**src/rtl/ttl_inverter_pipe.sv**
```systemverilog
// +----------------------------------------------------------------------------+
// | ttl_inverter_pipe: BLOCKS-wide inverting register pipeline, STAGES deep,   |
// | with a loadable per-bit polarity mask and a fill-valid flag.               |
// | Revision: 1.0                                                              |
// +----------------------------------------------------------------------------+
`timescale 1ns/1ps
`default_nettype none

module ttl_inverter_pipe #(
    parameter int BLOCKS     = 6,
    parameter int STAGES     = 2,
    parameter int DELAY_RISE = 0,
    parameter int DELAY_FALL = 0
) (
    input  logic              Clk,
    input  logic              Clear_bar,
    input  logic              Enable,
    input  logic              Load_bar,
    input  logic [BLOCKS-1:0] A,
    output logic [BLOCKS-1:0] Y,
    output logic              Valid
);

    localparam int                 c_CNT_W = $clog2(STAGES + 1);
    localparam logic [c_CNT_W-1:0] c_FULL  = c_CNT_W'(STAGES);

    if (STAGES < 1 || STAGES > 16) begin : g_bad_stages
        $error("ttl_inverter_pipe: STAGES must be in 1..16");
    end

    logic [STAGES-1:0][BLOCKS-1:0] r_stage;
    logic [BLOCKS-1:0]             r_mask;
    logic [c_CNT_W-1:0]            r_fill;
    logic [BLOCKS-1:0]             w_y;
    logic                          w_valid;

    always_ff @(posedge Clk) begin
        if (!Clear_bar) begin
            r_stage <= '0;
            r_mask  <= '1;
            r_fill  <= '0;
        end else if (!Load_bar) begin
            r_stage <= '0;
            r_mask  <= A;
            r_fill  <= '0;
        end else if (Enable) begin
            r_stage[0] <= A ^ r_mask;
            for (int k = 1; k < STAGES; k++) begin
                r_stage[k] <= r_stage[k-1];
            end
            if (r_fill != c_FULL) begin
                r_fill <= r_fill + 1'b1;
            end
        end
    end

    assign w_y     = r_stage[STAGES-1];
    assign w_valid = (r_fill == c_FULL);

    // Separate rise/fall delays: OR of two delayed copies makes the shorter
    // delay govern rising edges; AND makes it govern falling edges.
    if (DELAY_RISE == 0 && DELAY_FALL == 0) begin : g_nodly
        assign Y     = w_y;
        assign Valid = w_valid;
    end else begin : g_dly
        logic [BLOCKS-1:0] w_y_r;
        logic [BLOCKS-1:0] w_y_f;
        logic              w_v_r;
        logic              w_v_f;

        assign #(DELAY_RISE) w_y_r = w_y;
        assign #(DELAY_FALL) w_y_f = w_y;
        assign #(DELAY_RISE) w_v_r = w_valid;
        assign #(DELAY_FALL) w_v_f = w_valid;

        if (DELAY_RISE < DELAY_FALL) begin : g_slow_fall
            assign Y     = w_y_r | w_y_f;
            assign Valid = w_v_r | w_v_f;
        end else begin : g_slow_rise
            assign Y     = w_y_r & w_y_f;
            assign Valid = w_v_r & w_v_f;
        end
    end

endmodule

`default_nettype wire
```
**config.mk**
```make
export PLATFORM = sky130hd
export DESIGN_NAME = ttl_inverter_pipe
export DESIGN_NICKNAME = d
export VERILOG_FILES = /design/src/rtl/ttl_inverter_pipe.sv
export SDC_FILE = /design/constraint.sdc
export NUM_CORES = 1
export LEC_CHECK = 0
export BUFFER_PORTS_ARGS = -buffer_cell sky130_fd_sc_hd__buf_2
export CAP_MARGIN = 20
export CORE_MARGIN = 1
export CORE_UTILIZATION = 43
export CTS_CLUSTER_SIZE = 12
export DETAILED_ROUTE_END_ITERATION = 10
export SYNTH_ARGS = -nofsm -noshare
export SYNTH_HDL_FRONTEND = slang
export SYNTH_SLANG_ARGS = --single-unit
export TNS_END_PERCENT = 30
```
**constraint.sdc**
```tcl
create_clock -name Clk -period 1.2 [get_ports Clk]
set_input_delay 0.12 -clock Clk [delete_from_list [all_inputs] [get_ports Clk]]
set_output_delay 0.12 -clock Clk [all_outputs]
set_load 0.03 [all_outputs]
```
==> impl_summary.txt, run 1 <==
----------------------------------------------------
[Clock tree]
  Clock Tree Buf Depth ... 2
  Clk sinks ... 20
  Cell at the root of the clock tree ... sky130_fd_sc_hd__clkbuf_4
  Clock tree from TritonCTS ... done
  Clock transition at path regs ... ~0.11 ns
  Worst skew pair latency ... slightly below 0.3 ns
  Total CTS buffers ... 3
  Cts-stage hold buffer count ... 0
  Number of H-tree branching levels ... 1

[Worst hold path]
  Worst Hold Path Cells ... 2
  Worst min-delay path category ... primary input to flop

[Floorplanning]
  Initial Utilization ... 0.478
  Boundary Pins ... 17
  Die H ... 46.5 µm
  Site Rows ... 15
  Die area ... 0.00216 mm²
  Core ar. ... 0.00178 mm²
  DIE WIDTH ... approximately 47 µm

[Yosys]
  Count of different cell masters after synthesis ... 14
  Share of the synthesized area in the top cell type ... 0.470
  Register bit total from synthesis ... 20
  Count of synthesis-stage warnings from yosys ... 0
  Synth Net Count ... 91
  Cells taking the most area after synthesis ... sky130_fd_sc_hd__dfxtp_1 47%, sky130_fd_sc_hd__mux2i_1 14%, sky130_fd_sc_hd__xnor2_1 7.2%
  Register area share after synthesis ... 0.470
  Ys flop type ... sky130_fd_sc_hd__dfxtp_1
  Post-synthesis instance total ... 80
  Post-Synthesis Mean Instance Area ... 10.7 µm²
  Area leader, netlist ... sky130_fd_sc_hd__dfxtp_1
  Summed instance area of the synthesized netlist ... 852 µm²
  Proportion of synthesized flip-flops having asynchronous set or reset ... 0
  Library cell with the highest instance count after synthesis ... sky130_fd_sc_hd__dfxtp_1
  Top cell types by occurrence after synthesis ... 20 x sky130_fd_sc_hd__dfxtp_1, 14 x sky130_fd_sc_hd__nor2_1, 12 x sky130_fd_sc_hd__mux2i_1
  Number of enable flip-flop cells after synthesis ... 0

[Route]
  Wire length per cell ... 10.3 µm
  Final routed wirelength across all metal layers ... 1220 µm
  Post-detailed-route via-to-cell ratio ... between 4 and 5
  Detailed router's first-iteration violation count ... 4
  Via Count ... 544
  Number of design rule violations left after detail routing ... 0
  Number of iterations in the first detailed-routing pass ... 4
  Post-DRT Antenna Nets ... 0

[Worst setup path]
  Worst reg2reg endpoint ... r_fill[1]
  Critical path startpoint ... r_fill[0]
  Depth of the most critical reg-to-reg path ... 5
  Required time of the worst setup path ... 1.43 ns
  FF-to-FF Start ... r_fill[0]
  Arrival time reported for the critical path endpoint ... 1.36 ns
  Worst setup path class ... flop to flop
  Critical path capture point type ... flop
  Register-to-register setup slack ... between 0.07 and 0.08 ns
  Maximum fanout along the worst path ... 3
  CP endpoint ... r_fill[1]
  Crit path launch type ... flop

[Timing]
  Achievable frequency ... between 800 and 900 MHz
  Worst relative slew slack ... 0.791
  Fin. Hold Viols ... 0
  Least-Margin Pin Slew ... 0.312 ns
  Final Max Tran Viols ... 0
  Unrepaired setup endpoints after global routing ... no
  Shortest period the worst path allows ... 1.13 ns
  Part of the cycle the worst path needs ... 0.940
  Final count of negative-setup-slack endpoints ... 0
  Final worst clock skew ... 0.00458 ns
  Fin Setup TNS ... 0 ns

[Placed design]
  Routability congestion estimate ... 0.668
  IO Port Bufs ... 16
  Half-perimeter wire length of the detailed placement result ... slightly below 900 µm

[Finish]
  Multi-input gate area in the final layout ... about 360 µm²
  Register Area ... 402 µm²
  Area growth syn-to-layout ... 10.6%
  Fraction of layout instances using a drive strength above 1 ... 0.333
  Antenna Diode Count ... 0
  Net count reported at finish ... 105
  Count of fill cells added during filler insertion ... 166

[Global route]
  Global-route wire length before repair ... 2020 µm
  Maximum number of pins on one net before global-route repair ... 15
  Number of global-route vias before repair ... 481
  Number of antenna violations at the first check in global routing ... 0
  Tot GR Track Use ... 0.138
  Grt total ovfl ... 0

[Power]
  Static leakage ... 0.414 nW
  Largest vdd supply drop ... about 1.2 mV
  Total power per unit cell area ... 1320 mW/mm²
  Final Total Pwr ... 1.24 mW

[Run]
  Max-capacitance violation count ... 0

[Status]
  Outcome ... finished, final reports clean

----------------------------------------------------
## through the flow
| stage | cell area [µm²] | utilization | std cells | hold slack [ns] | setup WS, ns |
|---|---|---|---|---|---|
| after floorplan | 855 | - | 80 | 0.182 | 0.0353 |
| after global placement | 898 | 0.504 | 114 | 0.357 | 0.122 |
| after detailed placement | 898 | 0.504 | 114 | 0.362 | 0.0716 |
| after CTS | 936 | 0.525 | 118 | 0.0385 | 0.0131 |
| after global routing | 942 | 0.528 | 118 | 0.0275 | 0.0143 |
| final | 942 | 0.528 | 118 | 0.0498 | 0.0719 |
## area by class of cell
type / instances / area share
Clock buffer: 4 / 0.0385
Inverter: 1 / 0.00398
Sequential cell: 20 / 0.426
Tap cell: 25 / 0.0332
Timing Repair Buffer: 19 / 0.116
Multi-Input combinational cell: 49 / 0.382
## state kept, by name, indices dropped and copies added (netlist names)
register and count:
Y 6, r_fill 2, r_mask 6, r_stage 6
## critical path, stage by stage (launching register included)
cell	delay (ns)
sky130_fd_sc_hd__dfxtp_2	0.35
sky130_fd_sc_hd__inv_1	0.05
sky130_fd_sc_hd__ha_2	0.18
sky130_fd_sc_hd__and2b_4	0.26
sky130_fd_sc_hd__nor2_1	0.05
sky130_fd_sc_hd__a211oi_2	0.17
## worst min path at each step
stage | startpoint | to
floorplan | Clear_bar | r_mask[0]
global placement | A[4] | r_mask[4]
detailed placement | Clear_bar | r_mask[2]
CTS | Clear_bar | r_mask[0]
global route | Clear_bar | r_mask[4]
finish | Clear_bar | r_mask[0]
## power breakdown
group	leakage (nW)	total, mW	internal [mW]	switching [mW]
clock	0.0210	0.382	0.185	0.197
combinational	0.229	0.152	0.0729	0.0789
sequential	0.164	0.707	0.692	0.0155
total	0.414	1.24	0.949	0.292
## cell usage in the layout (no fill, tap or decap)
cell and count:
sky130_fd_sc_hd__a211oi_1 3, sky130_fd_sc_hd__a211oi_2 4, sky130_fd_sc_hd__and2b_4 1, sky130_fd_sc_hd__buf_2 15, sky130_fd_sc_hd__buf_4 3, sky130_fd_sc_hd__buf_6 1
sky130_fd_sc_hd__clkbuf_4 3, sky130_fd_sc_hd__clkbuf_8 1, sky130_fd_sc_hd__dfxtp_1 19, sky130_fd_sc_hd__dfxtp_2 1, sky130_fd_sc_hd__ha_2 1, sky130_fd_sc_hd__inv_1 1
sky130_fd_sc_hd__mux2i_1 12, sky130_fd_sc_hd__nand2_1 6, sky130_fd_sc_hd__nand2_2 1, sky130_fd_sc_hd__nor2_1 14, sky130_fd_sc_hd__xnor2_1 7
## metal layers
metal	vias to the layer above	track usage	part of all wire
met5	-	0	0
met4	0	0.0706	0
met2	15	0.208	0.44
met3	0	0.0471	0.052
li1	287	-	-
met1	242	0.173	0.50
## timing repair
item	CTS	global route
buffers inserted	0	0
resized for setup	1	3
pin swaps	0	0
setup endpoints to repair	1	1
gates cloned	0	0
## kinds of logic (layout without fill, tap and decap cells)
kind of cell | count (synthesis) | count (layout) | share of synthesized area
flops | 20 | 20 | 0.470
mux | 12 | 12 | 0.141
fa+ha+maj | 1 | 1 | 0.0147
buf+inv | 11 | 24 | 0.110
compound gates | 7 | 7 | 0.0852
xor+xnor | 7 | 7 | 0.0720
simple gates | 22 | 22 | 0.107
No activity file was read; power rests on OpenSTA's default activity.
==> run 2: changes to the inputs <==
--- a/config.mk
+++ b/config.mk
@@ -11,6 +11,7 @@
 export CORE_UTILIZATION = 43
 export CTS_CLUSTER_SIZE = 12
 export DETAILED_ROUTE_END_ITERATION = 10
+export PLACE_DENSITY = 0.72
 export SYNTH_ARGS = -nofsm -noshare
 export SYNTH_HDL_FRONTEND = slang
 export SYNTH_SLANG_ARGS = --single-unit
==> run 2 against run 1 <==
- global-route usage is 0.28 points lower
- cell count is 1.7% lower
- register-to-register slack better by 0.02 ns
- non-clock buffer count is 1 lower
==> impl_summary.txt, run 2 (same netlist as run 1, synthesis figures left out) <==
----------------------------------------------------
[Power]
  Total power per unit cell area ... 1250 mW/mm² (was 1320 mW/mm²)
  Final Total Pwr ... 1.15 mW (was 1.24 mW)
  Largest vdd supply drop ... 0.641 mV (was 1.17 mV)
  Static leakage ... 0.401 nW (was 0.414 nW)

[Global route]
  Tot GR Track Use ... 0.136 (was 0.138)
  Global-route wire length before repair ... 2050 µm (was 2020 µm)
  Maximum number of pins on one net before global-route repair ... 15 (unchanged)
  Grt total ovfl ... 0 (unchanged)
  Number of global-route vias before repair ... 537 (was 481)
  Number of antenna violations at the first check in global routing ... 0 (unchanged)

[Route]
  Wire length per cell ... 9.97 µm (was 10.3 µm)
  Post-detailed-route via-to-cell ratio ... 4.71 (was 4.61)
  Number of iterations in the first detailed-routing pass ... 2 (was 4)
  Via Count ... 546 (was 544)
  Post-DRT Antenna Nets ... 0 (unchanged)
  Detailed router's first-iteration violation count ... 4 (unchanged)
  Number of design rule violations left after detail routing ... 0 (unchanged)
  Final routed wirelength across all metal layers ... 1160 µm (was 1220 µm)

[Clock tree]
  Clock Tree Buf Depth ... 2 (unchanged)
  Clock tree from TritonCTS ... done (unchanged)
  Total CTS buffers ... 3 (unchanged)
  Worst skew pair latency ... 0.29 ns (about the same)
  Clk sinks ... 20 (unchanged)
  Clock transition at path regs ... 0.10 ns (was 0.11 ns)
  Cell at the root of the clock tree ... sky130_fd_sc_hd__clkbuf_4 (unchanged)
  Number of H-tree branching levels ... 1 (unchanged)

[Finish]
  Fraction of layout instances using a drive strength above 1 ... 0.319 (was 0.333)
  Area growth syn-to-layout ... 7.64% (was 10.6%)
  Commonest non-fill, non-tap cell in the layout ... sky130_fd_sc_hd__dfxtp_1 (unchanged)
  Commonest cells after routing, fill and taps aside ... 19 x sky130_fd_sc_hd__dfxtp_1, 15 x sky130_fd_sc_hd__buf_2, 14 x sky130_fd_sc_hd__nor2_1 (unchanged)
  Antenna Diode Count ... 0 (unchanged)
  Net count reported at finish ... 104 (was 105)

[Run]
  Max-capacitance violation count ... 0 (unchanged)

[Placed design]
  Routability congestion estimate ... 0.679 (was 0.668)
  IO Port Bufs ... 16 (unchanged)
  Half-perimeter wire length of the detailed placement result ... 877 µm (was 882 µm)

[Worst hold path]
  Worst Hold Path Cells ... 2 (unchanged)
  Startpoint of the most critical hold path ... Clear_bar (unchanged)
  Worst min-delay path category ... primary input to flop (unchanged)
  Worst Hold Path EP ... r_mask[2] (was r_mask[0])

[Timing]
  Unrepaired setup endpoints after global routing ... no (unchanged)
  Final Max Tran Viols ... 0 (unchanged)
  Shortest period the worst path allows ... 1.14 ns (was 1.13 ns)
  Worst relative slew slack ... 0.789 (was 0.791)
  Final count of negative-setup-slack endpoints ... 0 (unchanged)
  Least-Margin Pin Slew ... 0.316 ns (was 0.312 ns)
  Final worst clock skew ... 0.00169 ns (was 0.00458 ns)
  Achievable frequency ... 879 MHz (was 886 MHz)
  Part of the cycle the worst path needs ... 0.948 (was 0.940)
  Fin Setup TNS ... 0 ns (unchanged)
  Fin. Hold Viols ... 0 (unchanged)

[Floorplanning]
  Core ar. ... 0.00178 mm² (unchanged)
  DIE WIDTH ... 46.5 µm (unchanged)
  Boundary Pins ... 17 (unchanged)
  Site Rows ... 15 (unchanged)
  Die area ... 0.00216 mm² (unchanged)
  Die H ... 46.5 µm (unchanged)
  Initial Utilization ... 0.478 (unchanged)

[Worst setup path]
  Worst reg2reg endpoint ... r_fill[1] (unchanged)
  Critical path capture point type ... output pin (was flop)
  Crit path launch type ... flop (unchanged)
  Register-to-register setup slack ... 0.09 ns (was 0.07 ns)
  Maximum fanout along the worst path ... 2 (was 3)
  Arrival time reported for the critical path endpoint ... 1.02 ns (was 1.36 ns)
  Required time of the worst setup path ... 1.08 ns (was 1.43 ns)
  Depth of the most critical reg-to-reg path ... 5 (unchanged)
  Worst setup path class ... flop to output pin (was flop to flop)
  FF-to-FF Start ... r_fill[0] (unchanged)

[Status]
  Outcome ... finished, final reports clean (unchanged)

----------------------------------------------------
-- run 2: cell count changes in the layout (fill, tap and decap cells not counted), sizes merged --
| cell | previous run | this run |
|---|---|---|
| buf | 19 | 17 |
-- run 2: worst max-delay path by stage --
stage / from / endpoint / slack (ns) / depth (start not counted)
6_report: r_fill[0] / Valid / 0.06 / 3
4_1_cts: r_fill[0] / Valid / 0.02 / 3
3_5_place_dp: r_fill[0] / r_fill[1] / 0.07 / 5
5_1_grt: r_fill[0] / Valid / 0.01 / 3
2_1_floorplan: r_fill[0] / r_fill[1] / 0.04 / 5
3_3_place_gp: r_fill[0] / r_fill[1] / 0.12 / 5
-- run 2: timing repair --
action | 4_1_cts | 5_1_grt
gates resized for setup | 0 | 2
setup buffers | 0 | 0
endpoints found under the setup margin | 0 | 3
endpoints found under the hold margin | 0 | 0
hold buffers | 0 | 0
-- run 2: routing by layer --
metal | GRT usage | part of all wire
met3 | 0.0235 | 0.036
met1 | 0.150 | 0.45
met4 | 0.106 | 0.010
met2 | 0.225 | 0.50
met5 | 0 | 0
-- run 2: final cells by class --
cell class | count | area, µm²
inverter | 1 | 3.75
multi-input combinational | 49 | 360
fill | 196 | 866
timing repair buffer | 18 | 97.6
tap | 25 | 31.3
sequential | 20 | 402
clock buffer | 3 | 22.5
-- run 2: critical path, cell delays in order (launching register included) --
cell and delay (ns):
sky130_fd_sc_hd__dfxtp_2 0.35, sky130_fd_sc_hd__inv_1 0.04, sky130_fd_sc_hd__ha_2 0.17, sky130_fd_sc_hd__clkbuf_4 0.17
-- run 2: report_power, final --
part	switching [mW]	internal (mW)	total, mW
clock	0.182	0.117	0.298
sequential	0.0149	0.691	0.706
combinational	0.0762	0.0698	0.146
-- run 2: through the flow --
stage	hold WS (ns)	instances	util	cell area (µm²)	setup WS [ns]
2_1_floorplan	0.182	80	-	855	0.0353
3_3_place_gp	0.355	113	0.500	891	0.123
3_5_place_dp	0.356	113	0.500	891	0.0664
4_1_cts	0.0418	116	0.512	913	0.0232
5_1_grt	0.0531	116	0.514	917	0.0100
6_report	0.0587	116	0.514	917	0.0626
